`src/rtl/regfile_pkg.sv`:
```
// -----------------------------------------------------------------------------
// regfile_pkg
// Shared definitions for the register-file writeback arbiter:
//   XLEN_DEF      default writeback data width
//   REG_ID_W_DEF  default register index width (2**REG_ID_W_DEF registers)
//   GRANT_ALU / GRANT_LSU  encoding of the round-robin "last contended grant"
// -----------------------------------------------------------------------------
package regfile_pkg;

  localparam int XLEN_DEF     = 32;
  localparam int REG_ID_W_DEF = 5;

  typedef logic [0:0] grant_t;

  localparam logic [0:0] GRANT_ALU = 1'b0;
  localparam logic [0:0] GRANT_LSU = 1'b1;

endpackage

```
`src/rtl/regfile_wb_arbiter_if.sv`:
```
// -----------------------------------------------------------------------------
// regfile_wb_arbiter_if
// Bundles the writeback requesters, the decode/issue scoreboard port and the
// register-file write port of regfile_wb_arbiter.
//   slave  : arbiter side (consumes requests, drives ready/busy/stall/write)
//   master : environment side (drives requests and issue information)
// Signals:
//   aluValid_i/aluRdId_i/aluData_i/aluReady_o   ALU writeback channel
//   lsuValid_i/lsuRdId_i/lsuData_i/lsuReady_o   load-unit writeback channel
//   issue_i/issueRdId_i/rs1Id_i/rs2Id_i         decode-stage information
//   rs1Busy_o/rs2Busy_o/issueStall_o            hazard outputs
//   rdId_o/rdData_o                             register file write port
// -----------------------------------------------------------------------------
interface regfile_wb_arbiter_if
  import regfile_pkg::*;
#(
  parameter int XLEN     = XLEN_DEF,
  parameter int REG_ID_W = REG_ID_W_DEF
) ();

  logic                aluValid_i;
  logic [REG_ID_W-1:0] aluRdId_i;
  logic [XLEN-1:0]     aluData_i;
  logic                aluReady_o;

  logic                lsuValid_i;
  logic [REG_ID_W-1:0] lsuRdId_i;
  logic [XLEN-1:0]     lsuData_i;
  logic                lsuReady_o;

  logic                issue_i;
  logic [REG_ID_W-1:0] issueRdId_i;
  logic [REG_ID_W-1:0] rs1Id_i;
  logic [REG_ID_W-1:0] rs2Id_i;
  logic                rs1Busy_o;
  logic                rs2Busy_o;
  logic                issueStall_o;

  logic [REG_ID_W-1:0] rdId_o;
  logic [XLEN-1:0]     rdData_o;

  modport slave (
    input  aluValid_i, aluRdId_i, aluData_i,
    output aluReady_o,
    input  lsuValid_i, lsuRdId_i, lsuData_i,
    output lsuReady_o,
    input  issue_i, issueRdId_i, rs1Id_i, rs2Id_i,
    output rs1Busy_o, rs2Busy_o, issueStall_o,
    output rdId_o, rdData_o
  );

  modport master (
    output aluValid_i, aluRdId_i, aluData_i,
    input  aluReady_o,
    output lsuValid_i, lsuRdId_i, lsuData_i,
    input  lsuReady_o,
    output issue_i, issueRdId_i, rs1Id_i, rs2Id_i,
    input  rs1Busy_o, rs2Busy_o, issueStall_o,
    input  rdId_o, rdData_o
  );

endinterface

```
`src/rtl/wb_scoreboard.sv`:
```
// -----------------------------------------------------------------------------
// wb_scoreboard
// One pending bit per architectural register (x0 is never pending).
// Ports:
//   clk_i, reset_i      clock, synchronous active-high reset
//   issue_i             decode issues an instruction writing issue_rd_id_i
//   issue_rd_id_i       destination of the issued instruction
//   clr_id_i            register currently being written (0 = none)
//   rs1_id_i, rs2_id_i  source registers in decode
//   rs1_busy_o, rs2_busy_o  source has an outstanding write
//   issue_stall_o       issue blocked by a busy source or pending destination
// -----------------------------------------------------------------------------
module wb_scoreboard
  import regfile_pkg::*;
#(
  parameter int REG_ID_W = REG_ID_W_DEF
) (
  input  logic                clk_i,
  input  logic                reset_i,
  input  logic                issue_i,
  input  logic [REG_ID_W-1:0] issue_rd_id_i,
  input  logic [REG_ID_W-1:0] clr_id_i,
  input  logic [REG_ID_W-1:0] rs1_id_i,
  input  logic [REG_ID_W-1:0] rs2_id_i,
  output logic                rs1_busy_o,
  output logic                rs2_busy_o,
  output logic                issue_stall_o
);

  localparam int NREG = 1 << REG_ID_W;

  logic [NREG-1:0] pending_q;
  logic [NREG-1:0] pending_d;
  logic            set_en;

  // Plain lookups: the write on rdId_o is not bypassed, so a source stays busy
  // through the cycle its value is being written.
  assign rs1_busy_o    = pending_q[rs1_id_i];
  assign rs2_busy_o    = pending_q[rs2_id_i];
  assign issue_stall_o = issue_i &
                         (rs1_busy_o | rs2_busy_o | pending_q[issue_rd_id_i]);
  assign set_en        = issue_i & ~issue_stall_o & (issue_rd_id_i != '0);

  // Clear first, then set, so a same-edge set of the same register wins.
  always_comb begin
    pending_d = pending_q;
    if (clr_id_i != '0) pending_d[clr_id_i] = 1'b0;
    if (set_en)         pending_d[issue_rd_id_i] = 1'b1;
    pending_d[0] = 1'b0;
  end

  always_ff @(posedge clk_i) begin
    if (reset_i) pending_q <= '0;
    else         pending_q <= pending_d;
  end

endmodule

```
`src/rtl/regfile_wb_arbiter.sv`:
```
// -----------------------------------------------------------------------------
// regfile_wb_arbiter
// Arbitrates ALU and load-unit writebacks onto a single registered register
// file write port and tracks outstanding writes for decode hazard detection.
// Ports:
//   clk_i             clock
//   reset_i           synchronous active-high reset
//   bus               regfile_wb_arbiter_if.slave (requesters, issue, write port)
//   dbg_last_grant_o  arbitration state: winner of the last contended cycle
//
// Handshake: a writeback transfers in a cycle where its valid and ready are
// both high. The requester holds id/data stable until then. Ready is a purely
// combinational function of both valids and the last contended grant; at most
// one ready is high per cycle. A transfer in a reset cycle is discarded.
// -----------------------------------------------------------------------------
module regfile_wb_arbiter
  import regfile_pkg::*;
#(
  parameter int XLEN     = XLEN_DEF,
  parameter int REG_ID_W = REG_ID_W_DEF
) (
  input  logic                 clk_i,
  input  logic                 reset_i,
  regfile_wb_arbiter_if.slave  bus,
  output logic                 dbg_last_grant_o
);

  logic [0:0]          last_grant_q;
  logic [0:0]          last_grant_d;
  logic [REG_ID_W-1:0] rd_id_q;
  logic [REG_ID_W-1:0] rd_id_d;
  logic [XLEN-1:0]     rd_data_q;
  logic [XLEN-1:0]     rd_data_d;
  logic                alu_ready;
  logic                lsu_ready;
  logic                contended;

  assign contended = bus.aluValid_i & bus.lsuValid_i;

  // Under contention the requester that lost the previous contended cycle wins.
  assign alu_ready = bus.aluValid_i & (~bus.lsuValid_i | (last_grant_q == GRANT_LSU));
  assign lsu_ready = bus.lsuValid_i & (~bus.aluValid_i | (last_grant_q == GRANT_ALU));

  assign bus.aluReady_o = alu_ready;
  assign bus.lsuReady_o = lsu_ready;

  always_comb begin
    rd_id_d      = '0;
    rd_data_d    = '0;
    last_grant_d = last_grant_q;
    if (alu_ready) begin
      rd_id_d   = bus.aluRdId_i;
      rd_data_d = bus.aluData_i;
    end else if (lsu_ready) begin
      rd_id_d   = bus.lsuRdId_i;
      rd_data_d = bus.lsuData_i;
    end
    // Uncontended grants leave the round-robin pointer alone.
    if (contended) last_grant_d = alu_ready ? GRANT_ALU : GRANT_LSU;
  end

  always_ff @(posedge clk_i) begin
    if (reset_i) begin
      rd_id_q      <= '0;
      rd_data_q    <= '0;
      last_grant_q <= GRANT_LSU;
    end else begin
      rd_id_q      <= rd_id_d;
      rd_data_q    <= rd_data_d;
      last_grant_q <= last_grant_d;
    end
  end

  assign bus.rdId_o      = rd_id_q;
  assign bus.rdData_o    = rd_data_q;
  assign dbg_last_grant_o = last_grant_q[0];

  // The pending bit clears on the same edge the register file consumes rdId_o.
  wb_scoreboard #(.REG_ID_W(REG_ID_W)) u_scoreboard (
    .clk_i         (clk_i),
    .reset_i       (reset_i),
    .issue_i       (bus.issue_i),
    .issue_rd_id_i (bus.issueRdId_i),
    .clr_id_i      (rd_id_q),
    .rs1_id_i      (bus.rs1Id_i),
    .rs2_id_i      (bus.rs2Id_i),
    .rs1_busy_o    (bus.rs1Busy_o),
    .rs2_busy_o    (bus.rs2Busy_o),
    .issue_stall_o (bus.issueStall_o)
  );

endmodule

```
`src/flat_wrapper.sv`:
```
// flat-port wrapper written by rule: the top's interface ports become plain ports
module regfile_wb_arbiter_flat import regfile_pkg::*;
#(
  parameter int XLEN     = XLEN_DEF,
  parameter int REG_ID_W = REG_ID_W_DEF
)
  (clk_i, reset_i, dbg_last_grant_o, bus_aluValid_i, bus_aluRdId_i, bus_aluData_i, bus_aluReady_o, bus_lsuValid_i, bus_lsuRdId_i, bus_lsuData_i, bus_lsuReady_o, bus_issue_i, bus_issueRdId_i, bus_rs1Id_i, bus_rs2Id_i, bus_rs1Busy_o, bus_rs2Busy_o, bus_issueStall_o, bus_rdId_o, bus_rdData_o);
  regfile_wb_arbiter_if #(.XLEN(XLEN), .REG_ID_W(REG_ID_W)) bus_i ();
  input  logic clk_i;
  input  logic reset_i;
  output logic dbg_last_grant_o;
  input wire logic [$bits(bus_i.aluValid_i)-1:0] bus_aluValid_i;
  input wire logic [$bits(bus_i.aluRdId_i)-1:0] bus_aluRdId_i;
  input wire logic [$bits(bus_i.aluData_i)-1:0] bus_aluData_i;
  output wire logic [$bits(bus_i.aluReady_o)-1:0] bus_aluReady_o;
  input wire logic [$bits(bus_i.lsuValid_i)-1:0] bus_lsuValid_i;
  input wire logic [$bits(bus_i.lsuRdId_i)-1:0] bus_lsuRdId_i;
  input wire logic [$bits(bus_i.lsuData_i)-1:0] bus_lsuData_i;
  output wire logic [$bits(bus_i.lsuReady_o)-1:0] bus_lsuReady_o;
  input wire logic [$bits(bus_i.issue_i)-1:0] bus_issue_i;
  input wire logic [$bits(bus_i.issueRdId_i)-1:0] bus_issueRdId_i;
  input wire logic [$bits(bus_i.rs1Id_i)-1:0] bus_rs1Id_i;
  input wire logic [$bits(bus_i.rs2Id_i)-1:0] bus_rs2Id_i;
  output wire logic [$bits(bus_i.rs1Busy_o)-1:0] bus_rs1Busy_o;
  output wire logic [$bits(bus_i.rs2Busy_o)-1:0] bus_rs2Busy_o;
  output wire logic [$bits(bus_i.issueStall_o)-1:0] bus_issueStall_o;
  output wire logic [$bits(bus_i.rdId_o)-1:0] bus_rdId_o;
  output wire logic [$bits(bus_i.rdData_o)-1:0] bus_rdData_o;
  assign bus_i.aluValid_i = bus_aluValid_i;
  assign bus_i.aluRdId_i = bus_aluRdId_i;
  assign bus_i.aluData_i = bus_aluData_i;
  assign bus_aluReady_o = bus_i.aluReady_o;
  assign bus_i.lsuValid_i = bus_lsuValid_i;
  assign bus_i.lsuRdId_i = bus_lsuRdId_i;
  assign bus_i.lsuData_i = bus_lsuData_i;
  assign bus_lsuReady_o = bus_i.lsuReady_o;
  assign bus_i.issue_i = bus_issue_i;
  assign bus_i.issueRdId_i = bus_issueRdId_i;
  assign bus_i.rs1Id_i = bus_rs1Id_i;
  assign bus_i.rs2Id_i = bus_rs2Id_i;
  assign bus_rs1Busy_o = bus_i.rs1Busy_o;
  assign bus_rs2Busy_o = bus_i.rs2Busy_o;
  assign bus_issueStall_o = bus_i.issueStall_o;
  assign bus_rdId_o = bus_i.rdId_o;
  assign bus_rdData_o = bus_i.rdData_o;
  regfile_wb_arbiter #(.XLEN(XLEN), .REG_ID_W(REG_ID_W)) u_core (.clk_i(clk_i), .reset_i(reset_i), .bus(bus_i), .dbg_last_grant_o(dbg_last_grant_o));
endmodule
```
`config.mk`:
```
export PLATFORM = sky130hd
export DESIGN_NAME = regfile_wb_arbiter_flat
export DESIGN_NICKNAME = d
export VERILOG_FILES = /design/src/rtl/regfile_pkg.sv /design/src/rtl/regfile_wb_arbiter_if.sv /design/src/rtl/wb_scoreboard.sv /design/src/rtl/regfile_wb_arbiter.sv /design/src/flat_wrapper.sv
export SDC_FILE = /design/constraint.sdc
export NUM_CORES = 1
export LEC_CHECK = 0
export ABC_AREA = 1
export ABC_CLOCK_PERIOD_IN_PS = 1400
export BUFFER_PORTS_ARGS = -buffer_cell sky130_fd_sc_hd__buf_2
export CAP_MARGIN = 30
export CORE_ASPECT_RATIO = 1.25
export CORE_MARGIN = 3
export CORE_UTILIZATION = 41
export DETAILED_ROUTE_END_ITERATION = 7
export GPL_ROUTABILITY_DRIVEN = 0
export PLACE_DENSITY = 0.71
export REMOVE_ABC_BUFFERS = 1
export SKIP_LAST_GASP = 1
export SLEW_MARGIN = 0
export SYNTH_ARGS = -nofsm -noshare
export SYNTH_HDL_FRONTEND = slang
export SYNTH_SLANG_ARGS = --single-unit
```
`constraint.sdc`:
```
create_clock -name clk_i -period 1.4 [get_ports clk_i]
set_input_delay 0.21 -clock clk_i [delete_from_list [all_inputs] [get_ports clk_i]]
set_output_delay 0.21 -clock clk_i [all_outputs]
set_load 0.1 [all_outputs]
```
==> results by group <==
Synth
  • Cell taking the most area after synthesis: dfxtp_1
  • Post-Syn Area: approximately 3800 um2
  • Synth Instances: 600
  • Top_reg_cell synth: dfxtp_1
  • Register bit total from synthesis: just under 70
  • XOR/XNOR Fraction of Synth Area: 0%
  • Synth unique cells: 24
  • Mux contribution to synthesized area: 0%
  • Compound-cell area share of the yosys netlist: 15.9%
  • Seq/Total Area, Yosys: 36.2%
  • Synth Area per Inst: 6.37 um2
  • Post-synth EDFFs: 0
  • Most common library cells after synthesis: 194 x nand2_1, 78 x a21oi_1, 69 x dfxtp_1
  • Synth Warn #: 0
  • Area share of the largest cell type after synthesis: between 30% and 40%
  • Ys async rst share: 0%
  • Simple-gate portion of the synthesized area: a little under two fifths
  • Adder-cell area share of the yosys netlist: 0%
  • Synth area leaders: dfxtp_1 36%, nand2_1 19%, a21oi_1 10%
  • Main combinational cell family by area after synthesis: simple AND/OR/NAND/NOR gates
  • Count leader, synth: nand2_1

Timing
  • Final setup fails: 35
  • Fin. max-slew vios: 0
  • Achievable frequency: around 0.51 GHz
  • Worst slew pin tran: around 0.5 ns
  • Period utilization: 140%
  • Post-Route Skew: roughly 0.013 ns
  • Slack of the critical path: -0.558 ns
  • Fin. Hold Viols: 0
  • Rel. slew slack: 66.4%
  • TNS Setup: -13.31 ns
  • RSZ-0062 raised after global routing: yes
  • Min Tclk post-route: ~2 ns

Global route
  • Grt total ovfl: 0
  • Largest net degree at the start of global routing: 33
  • Global Route Usage Sum: about 27%
  • Antenna violations before repair: 0
  • Vias in the first global route: between 4000 and 5000
  • First-pass GRT wire length: 22900 um

Critical path
  • CP top delay family: simple AND/OR/NAND/NOR gates
  • Crit end category: primary output
  • CP required: 1.19 ns
  • Crit path launch type: flip-flop
  • Crit. Startpoint: u_core.u_scoreboard.pending_q[9]
  • Crit Reg-Reg Startpoint: u_core.u_scoreboard.pending_q[9]
  • Largest stage delay, worst path: 0.37 ns
  • Max FO, Critical Path: 4
  • Worst Path Buf+Inv: 2
  • Cells along the critical path: nand2_2, nand3_2, nand3_2, nand2_1, nand2_1, nand2_1, nand2_2, nand2_4, nor2_8, nand2_1, nand2_1, inv_2, buf_12
  • Most frequent CP cell: nand2_1
  • Crit-path slowest cell: dfxtp_4
  • WS Path Type: reg2out
  • Data arrival, critical path: roughly 1.8 ns

Drt
  • Total wire length: ~14000 um
  • Post-route DRC: 0
  • Initial DRT Pass Iterations: 5
  • Vias: between 4000 and 5000
  • Avg Vias per Cell: between 5 and 6
  • Initial DRC Count: between 400 and 500
  • Final ANT Viol Nets: 0
  • Drt wl/cell: ~16 um

Clock tree
  • Root Buffer: clkbuf_8
  • Clock slew seen by the registers of the worst setup and hold paths: 0.08 ns
  • TritonCTS Sinks: just under 70
  • Skew-Pair Late Insertion Delay: 0.36 ns
  • Inserted Clock Buffers: 9
  • CTS tree: built
  • Clock tree buffer depth: 2
  • Hold-fix buffers, CTS: 0
  • H-tree level count: 3

Power
  • Leakage: ~2.6 nW
  • Pwr per Cell Area: 938 nW/um2
  • Peak VDD IR: about 0.00081 V

Floorplanning
  • Io pins: 137
  • Die width: approximately 92 um
  • Starting Density: 43.0%
  • # rows: 38
  • Die area: between 10000 and 15000 um2
  • Core Footprint: roughly 8900 um2
  • Die Y: around 110 um

Placed design
  • Placed cell area: between 4000 and 5000 um2
  • Port bufs: 136
  • HPWL after DPL: ~10000 um

Cells and area
  • Nets: between 800 and 900
  • Area grow syn2layout: 48.8%
  • Design Area, Final: about 5700 um2
  • Ant. Diodes: 0
  • Layout cells sized above 1: a little under two fifths
  • Fillers: 778
  • Multi-input logic area: between 2000 and 2500 um2
  • Reg area: ~1400 um2

Outcome
  • Violated checks: setup timing
  • Status: complete, but fails checks

Min path
  • Worst Hold Class: in2reg
  • HP Start: bus_lsuData_i[1]

Flow run
  • Max cap viols: 0
-- final cells by class --
type,instances,share of cell area [%]
Clock buffer,10,2.42
Timing Repair Buffer,199,27.7
Tap cell,120,2.64
Inverter,42,2.93
Sequential cell,69,25.4
Multi-Input combinational cell,454,38.5
Clock inverter,5,0.484
-- where the power goes --
group / switching, W / internal (W) / leakage [nW]
combinational: 0.00121 / 0.000634 / 1.89
clock: 0.000744 / 0.000668 / 0.0877
sequential: 0.0000491 / 0.00202 / 0.581
total: 0.00200 / 0.00333 / 2.56
-- flip-flops by register name (all words and copies together), names as in the netlist --
register and count:
u_core.bus.rdData_o 32, u_core.bus.rdId_o 5, u_core.dbg_last_grant_o 1, u_core.u_scoreboard.pending_q 31
-- routing by layer --
metal	routed length, um	GRT usage (%)	up-vias	part of all wire [%]
met5	0	0	-	0
met4	639	15.6	0	4.4
met3	1570	6.40	64	11
met2	6990	46.8	354	48
met1	5240	31.3	2167	36
li1	-	-	2336	-
-- cell usage in the layout (no fill, tap or decap) --
| cell type | instances |
|---|---|
| buf_4 | 42 |
| buf_6 | 2 |
| a21oi_1 | 70 |
| nand2_1 | 185 |
| nor2_1 | 35 |
| dfxtp_2 | 21 |
| o21ai_1 | 6 |
| buf_2 | 122 |
| clkinv_2 | 5 |
| nand3_2 | 9 |
| nand2_4 | 2 |
| nand2_2 | 10 |
| inv_4 | 3 |
| dfxtp_4 | 9 |
| buf_8 | 1 |
| clkbuf_8 | 10 |
| o21ai_2 | 1 |
| nand2_8 | 1 |
| buf_16 | 4 |
| clkinvlp_4 | 1 |
| a21oi_2 | 7 |
| nor2_8 | 1 |
| clkbuf_4 | 6 |
| o211ai_1 | 1 |
| nand4_1 | 34 |
| nor3_1 | 8 |
| a21oi_4 | 1 |
| nand3_1 | 45 |
| nor2_2 | 2 |
| inv_1 | 32 |
| inv_2 | 6 |
| bufbuf_16 | 1 |
| buf_12 | 21 |
| dfxtp_1 | 39 |
| nand3b_1 | 1 |
| o21ai_0 | 35 |
-- worst paths after layout --
path | endpoint | slack (ns) | cells past startpoint
setup / recovery | bus_issueStall_o | -0.56 | 13
hold / removal | u_core.bus.rdData_o[1] | 0.09 | 3
setup reg to reg | u_core.u_scoreboard.pending_q[27] | -0.45 | 15
hold reg to reg | u_core.u_scoreboard.pending_q[29] | 0.51 | 2
-- worst reg2reg max path, cell delays in order, from the launching register on --
cell and delay (ns):
dfxtp_4 0.37, nand2_2 0.08, nand3_2 0.08, nand3_2 0.11, nand2_1 0.05, nand2_1 0.05
nand2_1 0.05, nand2_2 0.08, nand2_4 0.08, nor2_8 0.10, buf_4 0.12, buf_12 0.14
buf_12 0.11, buf_16 0.10, nand4_1 0.09, a21oi_2 0.15
-- cell families after synthesis --
logic type,count (synthesis)
flip-flops,69
AND/OR/NAND/NOR,333
AO/OA/AOI/OAI,121
buffers and inverters,77
-- through the flow --
step                      hold WS (ns)  util [%]  total power (W)  instances  setup slack (ns)
final                           0.0928      63.9          0.00533        899            -0.558
after floorplan                  0.279         -          0.00307        565             -2.82
after global placement           0.457      56.0          0.00366        865            -0.456
after detailed placement         0.464      56.0          0.00367        865            -0.490
after global routing            0.0820      63.9          0.00552        899            -0.663
after CTS                       0.0841      62.8          0.00532        898            -0.554
-- repair_timing --
item	4_1_cts	5_1_grt
gates resized for setup	62	39
gates cloned	5	0
endpoints found under the setup margin	36	42
setup buffers	13	3
pin swaps	14	18
Note: power is estimated with default switching activity, not from simulation.
